[src/rtl/fpga_cfg_loader_pkg.sv]
// Shared encodings for the configuration-chain loader.
package fpga_cfg_loader_pkg;

  // Controller states.
  typedef enum logic [2:0] {
    ST_IDLE  = 3'd0,
    ST_WAIT  = 3'd1,
    ST_SETUP = 3'd2,
    ST_HIGH  = 3'd3,
    ST_DONE  = 3'd4
  } state_e;

  // Which pass over the chains is in progress.
  typedef enum logic {
    PASS_LOAD   = 1'b0,
    PASS_VERIFY = 1'b1
  } pass_e;

endpackage

[src/rtl/fpga_cfg_loader_phase_timer.sv]
// DIV-cycle down-counter timing one prog_clk phase (SETUP low or HIGH).
// expire_o is high in the last cycle of the phase; load_i restarts it.
module fpga_cfg_loader_phase_timer #(
  parameter int DIV = 4
) (
  input  logic clk_i,
  input  logic reset_i,
  input  logic load_i,
  output logic expire_o
);

  localparam int            TW     = (DIV > 1) ? $clog2(DIV) : 1;
  localparam logic [TW-1:0] RELOAD = TW'(DIV - 1);

  logic [TW-1:0] cnt_q;

  // Reload at phase entry, then count down and park at zero.
  always_ff @(posedge clk_i) begin
    if (reset_i)             cnt_q <= '0;
    else if (load_i)         cnt_q <= RELOAD;
    else if (cnt_q != '0)    cnt_q <= cnt_q - TW'(1);
  end

  assign expire_o = (cnt_q == '0);

endmodule

[src/rtl/fpga_cfg_loader.sv]
// Configuration-chain controller: shifts a valid/ready bitstream into
// NUM_CHAINS parallel ccff chains with a divided prog_clk, holds the fabric
// in reset while loading, and optionally checks ccff_tail on a replay pass.
module fpga_cfg_loader
  import fpga_cfg_loader_pkg::*;
#(
  parameter int NUM_CHAINS = 1,
  parameter int CHAIN_LEN  = 1024,
  parameter int DIV        = 4
) (
  input  logic                  clk_i,
  input  logic                  reset_i,
  input  logic                  start_i,
  input  logic                  mode_i,
  input  logic [NUM_CHAINS-1:0] in_data_i,
  input  logic                  in_valid_i,
  output logic                  in_ready_o,
  output logic                  prog_clk_o,
  output logic [NUM_CHAINS-1:0] ccff_head_o,
  input  logic [NUM_CHAINS-1:0] ccff_tail_i,
  output logic                  fpga_rst_o,
  output logic                  busy_o,
  output logic                  done_o,
  output logic [NUM_CHAINS-1:0] err_o
);

  localparam int               CNT_W = $clog2(CHAIN_LEN + 1);
  localparam logic [CNT_W-1:0] LEN_C = CNT_W'(CHAIN_LEN);

  state_e                  state_q;
  pass_e                   pass_q;
  logic                    mode_q;
  logic [CNT_W-1:0]        bitcnt_q, bitcnt_d;
  logic                    prog_clk_q, in_ready_q, busy_q, done_q, fpga_rst_q;
  logic [NUM_CHAINS-1:0]   head_q, err_q;
  logic                    phase_load, phase_exp;

  // Timer restarts on bit acceptance (SETUP entry) and on SETUP->HIGH.
  assign phase_load = ((state_q == ST_WAIT)  && in_valid_i) ||
                      ((state_q == ST_SETUP) && phase_exp);

  fpga_cfg_loader_phase_timer #(.DIV(DIV)) u_phase (
    .clk_i    (clk_i),
    .reset_i  (reset_i),
    .load_i   (phase_load),
    .expire_o (phase_exp)
  );

  // Count the bit being completed; compared before it is stored so it never wraps.
  assign bitcnt_d = bitcnt_q + CNT_W'(1);

  // Control FSM; every output is a register updated with the state.
  always_ff @(posedge clk_i) begin
    if (reset_i) begin
      state_q    <= ST_IDLE;
      pass_q     <= PASS_LOAD;
      mode_q     <= 1'b0;
      bitcnt_q   <= '0;
      prog_clk_q <= 1'b0;
      head_q     <= '0;
      in_ready_q <= 1'b0;
      busy_q     <= 1'b0;
      done_q     <= 1'b0;
      err_q      <= '0;
      fpga_rst_q <= 1'b1;
    end else begin
      case (state_q)
        ST_IDLE, ST_DONE: begin
          if (start_i) begin
            err_q      <= '0;
            done_q     <= 1'b0;
            mode_q     <= mode_i;
            pass_q     <= PASS_LOAD;
            bitcnt_q   <= '0;
            busy_q     <= 1'b1;
            fpga_rst_q <= 1'b1;
            in_ready_q <= 1'b1;
            state_q    <= ST_WAIT;
          end
        end
        ST_WAIT: begin
          if (in_valid_i) begin
            head_q     <= in_data_i;
            in_ready_q <= 1'b0;
            state_q    <= ST_SETUP;
          end
        end
        ST_SETUP: begin
          if (phase_exp) begin
            // Tail has settled to the bit that went in CHAIN_LEN shifts ago.
            if (pass_q == PASS_VERIFY) err_q <= err_q | (ccff_tail_i ^ head_q);
            prog_clk_q <= 1'b1;
            state_q    <= ST_HIGH;
          end
        end
        ST_HIGH: begin
          if (phase_exp) begin
            prog_clk_q <= 1'b0;
            if (bitcnt_d != LEN_C) begin
              bitcnt_q   <= bitcnt_d;
              in_ready_q <= 1'b1;
              state_q    <= ST_WAIT;
            end else if ((pass_q == PASS_LOAD) && mode_q) begin
              pass_q     <= PASS_VERIFY;
              bitcnt_q   <= '0;
              in_ready_q <= 1'b1;
              state_q    <= ST_WAIT;
            end else begin
              bitcnt_q   <= '0;
              busy_q     <= 1'b0;
              done_q     <= 1'b1;
              fpga_rst_q <= 1'b0;
              state_q    <= ST_DONE;
            end
          end
        end
        default: state_q <= ST_IDLE;
      endcase
    end
  end

  assign in_ready_o  = in_ready_q;
  assign prog_clk_o  = prog_clk_q;
  assign ccff_head_o = head_q;
  assign fpga_rst_o  = fpga_rst_q;
  assign busy_o      = busy_q;
  assign done_o      = done_q;
  assign err_o       = err_q;

endmodule

[config.mk]
export PLATFORM = sky130hd
export DESIGN_NAME = fpga_cfg_loader
export DESIGN_NICKNAME = d
export VERILOG_FILES = /design/src/rtl/fpga_cfg_loader_pkg.sv /design/src/rtl/fpga_cfg_loader_phase_timer.sv /design/src/rtl/fpga_cfg_loader.sv
export SDC_FILE = /design/constraint.sdc
export NUM_CORES = 1
export LEC_CHECK = 0
export CAP_MARGIN = 25
export CORE_MARGIN = 8
export CORE_UTILIZATION = 25
export DETAILED_ROUTE_END_ITERATION = 10
export PLACE_DENSITY = 0.51
export SETUP_SLACK_MARGIN = 0.05
export SLEW_MARGIN = 20
export SYNTH_ARGS = -nofsm -noshare
export SYNTH_HDL_FRONTEND = slang
export SYNTH_HIERARCHICAL = 1
export SYNTH_SLANG_ARGS = --single-unit
[constraint.sdc]
create_clock -name clk_i -period 3.35 [get_ports clk_i]
set_input_delay 0.5025 -clock clk_i [delete_from_list [all_inputs] [get_ports clk_i]]
set_output_delay 0.5025 -clock clk_i [all_outputs]
set_load 0.02 [all_outputs]
[Word-level counts from Yosys, hierarchy flattened]
Cells that the tools add are included.
Storage, ports and cells
  register bits after elaboration: 25
  output and inout bits: 7
  logic and storage cells: 90
Operators by class
  add/subtract/negate cells: 2
  equal/unequal tests: 14
  multiplexer cells: 37
  bitwise operators: 3
  reduce and logical (&&, ||, !) cells: 22
Operators with widths (number)
  $mux W11: 3
  $pmux W11 S2: 1
  $mux W1: 18
  $mux W3: 6
  $ne A2 B2 Y1 const B: 8
  $reduce_and A5 Y1: 3
  $pmux W3 S4: 1
  $add A11 B1 Y11 const B: 1
  $ne A11 B11 Y1 const B: 1
  $pmux W1 S2: 5
  $reduce_bool A2 Y1: 5
  $reduce_and A4 Y1: 2
  $eq A3 B2 Y1 const B: 2
  $reduce_and A3 Y1: 2
  $mux W2: 2
  $reduce_and A2 Y1: 2
  $eq A3 B1 Y1 const B: 1
  $eq A3 B3 Y1 const B: 1
  $logic_and A1 B1 Y1: 3
  $logic_not A3 Y1: 1
  $ne A3 B3 Y1 const B: 1
  $pmux W1 S3: 1
  $reduce_bool A3 Y1: 1
  $logic_not A2 Y1: 1
  other kinds (6): 6

[Longest topological paths before layout]
  word-level depth: 6
  depth in mapped cells: 8
  mapped depth without buffers: 8

[By module]
Netlist, hierarchy kept.
By module, submodules not included
  fpga_cfg_loader: times used 1, cells an instance 149, area an instance 1283.7 sq um
  fpga_cfg_loader_phase_timer: times used 1, cells an instance 10, area an instance 96.3 sq um

[Worst setup path before layout]
OpenSTA, ideal clock, no wires.
  path kind: flip-flop to flip-flop
  start: register bitcnt_q[0]
  end: register done_q (netlist: done_o)
  arrival time: 1660 ps
  data required time: 3230 ps
  setup slack: 1570 ps
  cell stages (with the launch flop): 7
  path buffers: 0
  clock period less this slack: 1780 ps
  path through: dfxtp_1 > ha_1 > and3_2 > nand2_4 > a311oi_4 > nor3_4 > o31a_1
On the way
  cells in the longest elaborated chain, start to end: 4
RTL lines
  start, declared: line fpga_cfg_loader.sv:33  | logic [CNT_W-1:0] bitcnt_q, bitcnt_d;
  start signal, assigned: line fpga_cfg_loader.sv:100  | bitcnt_q <= bitcnt_d;
  $add A11 B1 Y11: line fpga_cfg_loader.sv:50  | assign bitcnt_d = bitcnt_q + CNT_W'(1);
  $ne A11 B11 Y1: line fpga_cfg_loader.sv:99  | if (bitcnt_d != LEN_C) begin
  $ne A2 B2 Y1 (no line)
  $reduce_and A5 Y1 (no line)
  end signal, assigned: line fpga_cfg_loader.sv:63  | done_q <= 1'b0;
  end signal, assigned: line fpga_cfg_loader.sv:71  | done_q <= 1'b0;
  end signal, assigned: line fpga_cfg_loader.sv:111  | done_q <= 1'b1;
  end, declared: line fpga_cfg_loader.sv:34  | logic prog_clk_q, in_ready_q, busy_q, done_q, fpga_rst_q;
No other way between the ends.
A chain may end at the register's enable or synchronous reset.

[Final worst setup path]
  start: input start_i
  end: register bitcnt_q[10]
On the way
  cells in the longest elaborated chain, start to end: 2
RTL lines
  start, declared: line fpga_cfg_loader.sv:13  | input logic start_i,
  $ne A2 B2 Y1 (no line)
  $reduce_and A3 Y1 (no line)
No other way between the ends.

==> impl_metrics.toml <==
[status]
outcome = "finished clean"

[layout]
max_flop_register = "bitcnt_q"
regArea_um2 = 500
final_area_mm2 = 0.00161
n_antenna_cell = 0
final_cells = 240
drive_above_1_share_pct = 11.3
num-nets-final = 178
largestRegisters = "bitcnt_q: 11 flops, state_q: 3 flops, u_phase/cnt_q: 2 flops"
multiInputGateArea_um2 = 815
area_growth_pct = 16.8
fillers = 606
largest_register_ffs = 11
fin_util_pct = 29.8

[floorplanning]
rows = 27
dieArea_mm2 = 0.00815
start_util_pct = 25.5
die_h_um = 90.3
dieWidth_um = 90.3
coreArea_mm2 = 0.00541
ios = 14

[timing]
worstMarginPinSlew_ns = 0.543
setup-violations-final = 0
fmax_mhz = 485
fin_hold_ws_ns = 0.478
final-hold-violation-count = 0
fin_crit_ns = 2.06
rsz0062_at_grt = "false"
report.final.slew_viol_count = 0
relSlewSlack_pct = 63.7
setup_ws_ns = 1.29
finalCritPeriodShare_pct = 61.6
skew_ns = 0.00386
setup_tns_ns = 0

[synthesis]
syn-num-nets = 168
synth.distinct_cells = 49
async_flop_share_pct = 0
ys_ff_latch = 25
ys_seq_area_share_pct = 36.3
avgSynthCellArea_um2 = 8.68
synth_edf_count = 0
synth_cells = 159
netlist_area_mm2 = 0.00138
synthFlopType = "dfxtp_1"
yosysWarnings = 6

[critical_path]
crit_required_ns = 3.51
start_kind = "input pin"
cp_max_fo = 8
crit_path_end_kind = "flip-flop"
r2r_end = "done_o"
crit_type = "in2reg"
rrSetupSlack_ns = 1.31
r2r-start = "bitcnt_q[0]"
r2r_cells = 6
crit_arrival_ns = 2.22

[power]
ir_drop_mv = 0.197
total_power_mw = 0.737
power.density_mw_per_mm2 = 458
p_leak_nw = 0.568

[grt]
overflow = 0
antenna_found_initial = 0
grt_max_degree = 16
grt_usage_pct = 8.29
grt_pass1_vias = 1107
grt_pass1_wl_mm = 5.52

[route]
drtAntennaViolNets = 0
drt_iter0_drc = 58
dr.pass1.iters = 4
avgRoutedWirePerCell_um = 13.3
num_vias = 1157
drc = 0
routed_via_density = 4.82
finalWirelength_mm = 3.18

[place]
dp_slack_ns = 1.00
hpwl_mm = 2.29
gp_congestion = 0.756
dp.cells = 236
portBuffers = 13
post_dp_cell_area_mm2 = 0.00157

[hold_path]
hold_depth = 2
min_from = "err_o"
min_to = "err_o"
hp-class = "reg2reg"

[cts]
htree_levels = 1
root_buffer = "clkbuf_8"
cts.repair.resized = 0
ctsHoldBuffers = 0
cts_buffers = 3
clock_sinks = 25
clock_latency_ns = 0.28
cts_tree = "yes"
clk_pin_slew_worst_paths_ns = 0.09
clockBufferDepth = 2
cts_setup_buffers = 0

[job]
cap_violations = 0
==> layer usage <==
layer / track usage (%) / up-vias / part of all wire (%)
met4: 4.16 / 0 / 1.9
met2: 12.2 / 17 / 44
li1: - / 588 / -
met5: 0 / - / 0
met1: 10.9 / 548 / 51
met3: 2.16 / 4 / 3.5
==> cell usage in the layout (no fill, tap or decap), types with 2 or more instances in the layout <==
cell / count
nand4_1: 3
and4b_1: 2
nand3_1: 5
a21oi_1: 8
inv_1: 8
nand2_1: 5
and3_2: 2
nand2b_1: 3
mux2i_1: 2
o22ai_1: 2
o21ai_0: 6
ha_1: 2
a31oi_1: 2
nor2_1: 29
clkdlybuf4s50_1: 13
o31ai_1: 2
nor4_1: 3
xor2_1: 5
clkbuf_8: 3
nor3_1: 4
xnor2_1: 6
dfxtp_1: 25
==> worst max-delay path, stage by stage <==
cell and delay [ns]:
clkdlybuf4s50_1 0.49, nor3b_2 0.43, o21ai_1 0.31, nor4_1 0.29, xnor2_1 0.16, nor2_1 0.05
==> synthesized netlist by cell type (3+ instances only) <==
library cell | count | area, um2
a21oi_1 | 8 | 40.0
buf_2 | 4 | 20.0
clkbuf_1 | 4 | 15.0
dfxtp_1 | 25 | 500
inv_1 | 8 | 30.0
nand2_1 | 5 | 18.8
nand2b_1 | 3 | 18.8
nand3_1 | 5 | 25.0
nand4_1 | 3 | 18.8
nor2_1 | 29 | 109
nor3_1 | 4 | 20.0
nor4_1 | 3 | 18.8
o21ai_0 | 6 | 30.0
xnor2_1 | 6 | 52.6
xor2_1 | 5 | 43.8
==> power breakdown <==
| group | switching [mW] | total [mW] | internal [mW] | leakage (nW) |
|---|---|---|---|---|
| clock | 0.103 | 0.186 | 0.0835 | 0.0255 |
| sequential | 0.0261 | 0.352 | 0.326 | 0.204 |
| combinational | 0.109 | 0.199 | 0.0897 | 0.339 |
==> final cells by class <==
| class | instances | share of cell area (%) |
|---|---|---|
| tap | 72 | 5.59 |
| clock buffer | 3 | 2.56 |
| clock inverter | 1 | 0.311 |
| timing repair buffer | 13 | 8.07 |
| multi-input combinational | 118 | 50.5 |
| inverter | 8 | 1.86 |
| sequential | 25 | 31.1 |
==> logic make-up after synthesis <==
group	Yosys count	synth area share, %
AO/OA/AOI/OAI	34	19.4
XOR/XNOR	11	6.98
adder cells (fa/ha/maj)	2	1.81
buffers and inverters	16	4.71
flip-flops	25	36.3
multiplexers	2	1.45
AND/OR/NAND/NOR	69	29.4
==> worst max-delay path by stage <==
stage / from / endpoint / cells after the start
floorplan: bitcnt_q[0] / done_o / 6
global placement: start_i / bitcnt_q[10] / 6
detailed placement: start_i / bitcnt_q[10] / 6
CTS: start_i / bitcnt_q[10] / 6
global route: start_i / bitcnt_q[10] / 6
finish: start_i / bitcnt_q[10] / 6
Note: power is estimated with default switching activity, not from simulation.
==> edit: new RTL, config.mk and constraints unchanged <==
Set the parameter `NUM_CHAINS` to 2 (it was 1).
--- a/src/rtl/fpga_cfg_loader.sv
+++ b/src/rtl/fpga_cfg_loader.sv
@@ -4,7 +4,7 @@
 module fpga_cfg_loader
   import fpga_cfg_loader_pkg::*;
 #(
-  parameter int NUM_CHAINS = 1,
+  parameter int NUM_CHAINS = 2,
   parameter int CHAIN_LEN  = 1024,
   parameter int DIV        = 4
 ) (
Interface: changed (resized ccff_head_o, ccff_tail_i, err_o and in_data_i); port bits go from 14 to 18. No check against the original RTL was run, so the function may have changed too.
==> edit against the unedited design <==
  * Area after synthesis increased by 6.4%
  * Maximum frequency fell by 11%
  * Sequential cell count rose by 2
  * Setup slack lost 240 ps
  * Core utilization grew 0.31 points
  * Wire length up 12%
  * Total power up 29%
  * Design area up 8.7%
  * Largest cell class unchanged
==> edit: results (changes against the unedited design) <==
- Run status: finished clean
- Final Non-Filler Cells: 275 (+15%)
- Syn_nets: 198 (+18%)
- Vias: 1,352 (+17%)
- Nets: 212 (+19%)
- DP Wirelength: 2470 µm (+7.6%)
- DR WL met2: 1560 µm (+13%)
- Slew HR: 0.405 (-0.232)
- Register-to-Register Path Depth: 7 (+1)
- VDD IR max: 271 µV (+38%)
- Most common library cells after synthesis: 27 x dfxtp_1, 23 x nor2_1, 18 x nand2_1, 14 x o21ai_0
- Final WL: 3560 µm (+12%)
- DRT met1 WL: 1800 µm (+11%)
- Slowest-stage cell, CP: a31oi_1
- Final GP Congestion: 0.767 (+1.4%)
- Share of cells above drive strength 1: 0.0500 (-0.0631)
- First-pass GRT wire length: 6110 µm (+11%)
- Hold path endpoint: err_o[0]$_SDFFE_PP0P_
- Clock skew: 2.48 ps (-1.38 ps)
- Cells on Worst Hold Path: 1 (-1)
- Post-Synth XOR/XNOR Area: 0.0239 (-0.0460)
- R2R setup slack: 1050 ps (-260 ps)
- IO Port Bufs: 17 (+4)
- Seq/Total Area, Yosys: 0.368 (+0.00533)
- Seq. pwr: 0.413 mW (+17%)
- Top Family by Delay on Critical Path: compound AO/OA/AOI/OAI gates
- Met3 Use GR: 0.0267 (+0.00509)
- Largest net degree at the start of global routing: 34 (+18)
- Final Total Pwr: 0.953 mW (+29%)
- Number of global-route vias before repair: 1,282 (+16%)
- Met3 wire length: 174 µm (+58%)
- Multiplexer share of the synthesized area: 0.0273 (+0.0128)
- Psw: 0.353 mW (+48%)
- Total track usage: 0.0844 (+0.00149)
- Synth area leaders: dfxtp_1 37%, nor2_1 5.9%, o21ai_0 4.8%, nand2_1 4.6%, a21oi_1 2.7%
- Placed cells: 271 (+15%)
- TritonRoute pass-1 iters: 5 (+1)
- DP Area: 0.00170 mm² (+8.7%)
- GR Util met1: 0.106 (-0.00232)
- Leak: 0.624 nW (+10%)
- Critical path endpoint: done_o$_SDFFE_PP0P_
- Complex-gate fraction of the synthesized area: 0.197 (+0.00275)
- CP max stage delay: 580 ps (+90 ps)
- Post-synthesis adder-cell area fraction: 0.0170 (-0.00110)
[edit: changes by cell type after synthesis, moves of 4 or more]
cell      delta
a31oi_1      +4
nand2_1     +13
xor2_1       -5
nor2_1       -6
nand3b_1     +4
o21ai_0      +8
nor3b_1      +4
[edit: cell type report]
type | count | area, µm² | share of cell area
inverter | 5 | 18.8 | 0.0107
clock inverter | 1 | 8.76 | 0.00500
sequential | 27 | 541 | 0.309
multi-input combinational | 145 | 863 | 0.493
tap | 75 | 93.8 | 0.0536
clock buffer | 3 | 41.3 | 0.0236
timing repair buffer | 19 | 185 | 0.106
[edit: through the flow]
step | worst slack [ps] | hold slack, ps
after floorplan | 1420 | 445
after global placement | 1020 | 447
after detailed placement | 989 | 457
after CTS | 1040 | 479
after global routing | 807 | 489
final | 1050 | 472
[edit: cell families after synthesis]
family,count (synthesis)
AND/OR/NAND/NOR,89
multiplexers,4
flip-flops,27
buffers and inverters,15
AO/OA/AOI/OAI,46
XOR/XNOR,4
adder cells (fa/ha/maj),2
